--- src/rtl/ntt_bf_scheduler.sv ---
// ntt_bf_scheduler
// Stage/address sequencer for a single radix-2 butterfly running an
// N = 2^LOG_N point NTT (Cooley-Tukey) or INTT (Gentleman-Sande).
// One butterfly is issued per cycle. A drain bubble of PIPE_LAT cycles
// separates stages so that every write of a stage lands before the first
// read of the next stage.
//
// Ports:
//   clk, rst             clock, synchronous active-high reset
//   start, mode          start request (IDLE only), 0 = NTT / 1 = INTT
//   busy, done           busy from first issue through last write, done pulse
//   sel_ntt              latched mode, stable for the whole transform
//   rd_en, rd_addr_u/v   butterfly issue strobe and coefficient read addresses
//   tw_addr              twiddle ROM address
//   wr_en, wr_addr_u/v   write-back strobe/addresses, PIPE_LAT after issue
//   stage                current stage index
//
// state   | meaning
// --------+--------------------------------------------------------------
// S_IDLE  | waiting for start
// S_RUN   | issuing one butterfly per cycle, j = 0 .. N/2-1
// S_DRAIN | PIPE_LAT cycles without issue while the pipeline empties
// S_FIN   | one-cycle done pulse

module ntt_bf_scheduler #(
  parameter int LOG_N    = 9,
  parameter int PIPE_LAT = 7
) (
  input  logic             clk,
  input  logic             rst,
  input  logic             start,
  input  logic             mode,
  output logic             busy,
  output logic             done,
  output logic             sel_ntt,
  output logic             rd_en,
  output logic [LOG_N-1:0] rd_addr_u,
  output logic [LOG_N-1:0] rd_addr_v,
  output logic [LOG_N-1:0] tw_addr,
  output logic             wr_en,
  output logic [LOG_N-1:0] wr_addr_u,
  output logic [LOG_N-1:0] wr_addr_v,
  output logic [3:0]       stage
);

  localparam int JW = LOG_N - 1;
  localparam int CW = (PIPE_LAT > 1) ? $clog2(PIPE_LAT) : 1;
  localparam int DW = 2 * LOG_N + 1;
  localparam logic [3:0]    LAST_STAGE = 4'(LOG_N - 1);
  localparam logic [JW-1:0] J_LAST     = {JW{1'b1}};
  localparam logic [CW-1:0] DRAIN_INIT = CW'(PIPE_LAT - 1);

  typedef enum logic [1:0] {S_IDLE, S_RUN, S_DRAIN, S_FIN} state_t;

  typedef struct packed {
    logic [LOG_N-1:0] u;
    logic [LOG_N-1:0] v;
    logic [LOG_N-1:0] tw;
  } addr_t;

  state_t        state;
  logic [JW-1:0] j;
  logic [CW-1:0] cnt;

  logic [JW-1:0] issue_j;
  logic [3:0]    issue_stage;
  logic          issue_mode;
  addr_t         issue_a;

  // Insert a 0/1 bit at position b of j to form the u/v pair; the group
  // index (j >> b) offsets the per-stage twiddle base.
  function automatic addr_t gen_addr(input logic [JW-1:0] jv,
                                     input logic [3:0]    sv,
                                     input logic          mv);
    addr_t            a;
    logic [3:0]       b;
    logic [LOG_N-1:0] jx;
    logic [LOG_N-1:0] one_b;
    logic [LOG_N-1:0] mask;
    logic [LOG_N-1:0] base;
    b     = mv ? sv : (LAST_STAGE - sv);
    jx    = {1'b0, jv};
    one_b = LOG_N'(1) << b;
    mask  = one_b - LOG_N'(1);
    base  = mv ? ((LOG_N'(1) << LAST_STAGE) >> sv) : (LOG_N'(1) << sv);
    a.u   = ((jx & ~mask) << 1) | (jx & mask);
    a.v   = a.u | one_b;
    a.tw  = base + (jx >> b);
    return a;
  endfunction

  // Address set for the butterfly that the next edge would issue.
  always_comb begin
    issue_j     = '0;
    issue_stage = '0;
    issue_mode  = mode;
    case (state)
      S_RUN: begin
        issue_j     = j + JW'(1);
        issue_stage = stage;
        issue_mode  = sel_ntt;
      end
      S_DRAIN: begin
        issue_j     = '0;
        issue_stage = stage + 4'd1;
        issue_mode  = sel_ntt;
      end
      default: ;
    endcase
    issue_a = gen_addr(issue_j, issue_stage, issue_mode);
  end

  always_ff @(posedge clk) begin
    if (rst) begin
      state     <= S_IDLE;
      j         <= '0;
      cnt       <= '0;
      stage     <= '0;
      busy      <= 1'b0;
      done      <= 1'b0;
      sel_ntt   <= 1'b0;
      rd_en     <= 1'b0;
      rd_addr_u <= '0;
      rd_addr_v <= '0;
      tw_addr   <= '0;
    end else begin
      case (state)
        S_IDLE: begin
          done <= 1'b0;
          if (start) begin
            state     <= S_RUN;
            sel_ntt   <= mode;
            stage     <= '0;
            j         <= '0;
            busy      <= 1'b1;
            rd_en     <= 1'b1;
            rd_addr_u <= issue_a.u;
            rd_addr_v <= issue_a.v;
            tw_addr   <= issue_a.tw;
          end
        end
        S_RUN: begin
          if (j == J_LAST) begin
            state <= S_DRAIN;
            rd_en <= 1'b0;
            cnt   <= DRAIN_INIT;
          end else begin
            j         <= issue_j;
            rd_en     <= 1'b1;
            rd_addr_u <= issue_a.u;
            rd_addr_v <= issue_a.v;
            tw_addr   <= issue_a.tw;
          end
        end
        S_DRAIN: begin
          if (cnt != '0) begin
            cnt <= cnt - CW'(1);
          end else if (stage < LAST_STAGE) begin
            state     <= S_RUN;
            stage     <= issue_stage;
            j         <= '0;
            rd_en     <= 1'b1;
            rd_addr_u <= issue_a.u;
            rd_addr_v <= issue_a.v;
            tw_addr   <= issue_a.tw;
          end else begin
            state <= S_FIN;
            busy  <= 1'b0;
            done  <= 1'b1;
          end
        end
        S_FIN: begin
          state <= S_IDLE;
          done  <= 1'b0;
        end
        default: state <= S_IDLE;
      endcase
    end
  end

  // Write-back delay line: issue strobe and u/v addresses delayed by
  // exactly PIPE_LAT cycles. Cleared on reset so no stale write survives.
  logic [DW-1:0] dly [PIPE_LAT];

  always_ff @(posedge clk) begin
    if (rst) begin
      for (int i = 0; i < PIPE_LAT; i++) dly[i] <= '0;
    end else begin
      dly[0] <= {rd_en, rd_addr_u, rd_addr_v};
      for (int i = 1; i < PIPE_LAT; i++) dly[i] <= dly[i-1];
    end
  end

  assign {wr_en, wr_addr_u, wr_addr_v} = dly[PIPE_LAT-1];

endmodule

--- config.mk ---
export PLATFORM = sky130hd
export DESIGN_NAME = ntt_bf_scheduler
export DESIGN_NICKNAME = d
export VERILOG_FILES = /design/src/rtl/ntt_bf_scheduler.sv
export SDC_FILE = /design/constraint.sdc
export NUM_CORES = 1
export LEC_CHECK = 0
export BUFFER_PORTS_ARGS = -buffer_cell sky130_fd_sc_hd__buf_4
export CORE_ASPECT_RATIO = 1.5
export CORE_MARGIN = 3
export CORE_UTILIZATION = 51
export CTS_BUF_LIST = sky130_fd_sc_hd__clkbuf_4
export DETAILED_ROUTE_END_ITERATION = 7
export GPL_TIMING_DRIVEN = 1
export PLACE_DENSITY = 0.7
export REMOVE_ABC_BUFFERS = 1
export SETUP_SLACK_MARGIN = 0.15
export SYNTH_ARGS = -nofsm -noshare
export SYNTH_HDL_FRONTEND = slang
export SYNTH_SLANG_ARGS = --single-unit
export TNS_END_PERCENT = 100
--- constraint.sdc ---
create_clock -name clk -period 5.75 [get_ports clk]
set_input_delay 0.8625 -clock clk [delete_from_list [all_inputs] [get_ports clk]]
set_output_delay 0.8625 -clock clk [all_outputs]
set_load 0.02 [all_outputs]
==> metrics.md <==
| Metric | Value |
|---|---|
| Status | finished clean |
| CTS tree | built |
| Min Hold Slack | between 400 and 500 ps |
| Count of final max-slew check failures | 0 |
| Main synth FF type | dfxtp_1 |
| CTS resizes | 0 |
| Largest fanout on the critical path | 15 |
| Vias after detailed routing | around 4900 |
| Synth-to-Final Area Change | 11.7% |
| Register area share after synthesis | 0.526 |
| I/O pin cnt | 58 |
| First-pass GRT wire length | approximately 23000 um |
| Worst skew pair latency | 530 ps |
| Most common cell after layout, fill and taps aside | dfxtp_1 |
| Fillcell total | ~1200 |
| Max Cap Viol | 0 |
| Nets | around 790 |
| Die W | 101 um |
| Reg clk slew, reported paths | between 150 and 200 ps |
| GRT Util Overall | 0.188 |
| Share of layout cells above drive strength 1 | 0.140 |
| Hold Crit Class | reg -> reg |
| CTS Buf Count | 17 |
| # clock sinks | 181 |
| Static leakage | around 3.1 nW |
| Grt total ovfl | 0 |
| Gp weighted congestion | around 0.9 |
| I/O Buffers | 57 |
| Async SR Flop Fraction | 0 |
| Remaining DRCs | 0 |
| Final ANT Viol Nets | 0 |
| Worst Max-Slew Pin Slew | ~1100 ps |
| Final Core Density | 0.588 |
| CP Capture Type | register |
| Syn Inst Count | around 720 |
| Fin crit share | 0.856 |
| Worst Path Arrival | roughly 5400 ps |
| Vias in the first global route | 4706 |
| Die Area | approximately 15000 um2 |
| Synthesized area | 6880 um2 |
| Effective utilization at floorplan | 0.526 |
| Synthesized flop and latch total | 181 |
| RSZ-0062 raised after global routing | false |
| Setup Buffers After CTS | 0 |
| Post-DP HPWL | about 9300 um |
| DR pass1 iterations | 4 |
| Avg Vias per Cell | around 5.3 |
| Total wire length | roughly 13000 um |
| Crit-path most repeated cell | ha_1 |
| EDFF count, synth | 0 |
| Maximum VDD drop | about 0.25 mV |
| DR iter-0 viols | around 240 |
| Period minus WS final | between 4000 and 5000 ps |
| Total area of sequential cells | 3620 um2 |
| Root Buffer | clkbuf_4 |
| CTS Hold Bufs | 0 |
| Final hold viol count | 0 |
| Max Freq | just over 0.2 GHz |
| DR WL/cell | 14.4 um |
| Yosys warnings | 0 |
| Worst Setup Start Kind | register |
| Avg Inst Size Synth | roughly 9.6 um2 |
| Power Dens Cells | ~400 nW/um2 |
| Slowest CP cell | ha_1 |
| CP Class | reg -> reg |
| TNS Setup | 0 ps |
| Layout Skew | around 21 ps |
| Area taken by multi-input logic gates | about 3000 um2 |
| H-tree depth | 4 |
| Setup Viol. Count Final | 0 |
| Die Height | roughly 150 um |
| Core area | between 10000 and 15000 um2 |
| CP required | roughly 6200 ps |
| # rows | 51 |
| CP max stage delay | 490 ps |
| Most frequent cells in the layout | dfxtp_1, nor2b_1, buf_4, nand2_1, nor2_1 |
| Library cells used by synthesis | 65 |
| Slew HR | 0.257 |
| Initial antenna violation count | 1 |
| Pin count of the biggest net entering global routing | between 100 and 150 |
| Max clock buf depth | 2 |
| Crit-path cells | inv_1, ha_1, mux2_2, inv_1, ha_1, ha_1, a21o_1, nand2_1, o22ai_1, ha_1, fa_1, a21o_1, a21oi_1, o21ai_0, nor4_1, o211ai_1, a21o_1, a21oi_1 |
## metrics by stage
stage | setup slack, ps | cells | total power [mW] | area [um2]
final | 830 | 933 | 3.04 | 7690
after CTS | 858 | 932 | 3.08 | 7690
after global routing | 448 | 933 | 3.25 | 7690
after detailed placement | 938 | 901 | 2.43 | 7420
after global placement | 1100 | 901 | 2.40 | 7420
after floorplan | 1280 | 677 | 2.08 | 6730
## worst max-delay path: cells and delay by family, from the launching register on
| family | cells | cell delay, ps |
|---|---|---|
| buf+inv | 2 | 330 |
| simple gates | 2 | 420 |
| flops | 1 | 370 |
| mux | 1 | 420 |
| fa+ha+maj | 5 | 1880 |
| compound gates | 8 | 1380 |
## flip-flops by register name, indices dropped and copies added, names as in the netlist
name,flops
busy,1
cnt,3
dly,133
done,1
j,8
rd_addr_u,9
rd_addr_v,9
rd_en,1
sel_ntt,1
stage,4
state,2
tw_addr,9
## logic make-up (layout without fill, tap and decap cells)
group	after synthesis	after routing	synth area share
flops	181	181	0.526
simple gates	319	319	0.247
mux	5	5	0.00763
fa+ha+maj	26	26	0.0484
compound gates	120	120	0.122
buf+inv	50	108	0.0282
xor+xnor	14	14	0.0205
other cells	0	1	0
## final timing paths
kind	depth (start not counted)	slack (ps)	end	from
max	18	830	tw_addr[8]	state[1]
min reg2reg	1	430	dly[1][8]	dly[0][8]
min	1	430	dly[1][8]	dly[0][8]
max reg2reg	18	830	tw_addr[8]	state[1]
## metal layers
metal	vias up	wire length (um)	share of wire	GRT usage
met3	26	404	0.030	0.0375
met4	0	393	0.029	0.0890
met1	2299	5520	0.41	0.208
met5	-	0	0	0
li1	2508	-	-	-
met2	88	7090	0.53	0.338
## synth_stat cells (3+ instances only)
master / number / share of area
dfxtp_1: 181 / 0.53
a211oi_1: 11 / 0.012
a311oi_1: 6 / 0.0076
a21oi_1: 34 / 0.025
a22oi_1: 11 / 0.012
o211ai_1: 3 / 0.0033
and2_1: 7 / 0.0064
and3_1: 6 / 0.0055
ha_1: 25 / 0.045
a31oi_1: 5 / 0.0045
xnor2_1: 10 / 0.013
nor4_1: 3 / 0.0027
inv_1: 12 / 0.0065
nand3_1: 15 / 0.011
nor3_1: 10 / 0.0073
nor2_1: 56 / 0.031
nor3b_1: 3 / 0.0033
clkbuf_1: 34 / 0.019
nand4_1: 4 / 0.0036
a21o_1: 5 / 0.0055
xor2_1: 3 / 0.0038
a221o_1: 3 / 0.0044
nand2_1: 61 / 0.033
mux2i_1: 3 / 0.0044
o21ai_0: 14 / 0.010
nand2b_1: 3 / 0.0027
nor2b_1: 140 / 0.13
## cell type report
type                            instances  area share
Antenna cell                            1    0.000325
Timing Repair Buffer                   65      0.0635
Clock buffer                           17      0.0166
Multi-Input combinational cell        484       0.399
Tap cell                              159      0.0259
Inverter                               12     0.00586
Clock inverter                         14      0.0179
Sequential cell                       181       0.471
## power breakdown
group	total, mW	leakage, nW	switching [mW]	internal (mW)
Combinational	0.959	1.50	0.610	0.349
Clock	0.646	0.131	0.457	0.189
Sequential	1.43	1.47	0.0593	1.37
Total	3.04	3.10	1.13	1.91
(Power assumes the default switching activity.)
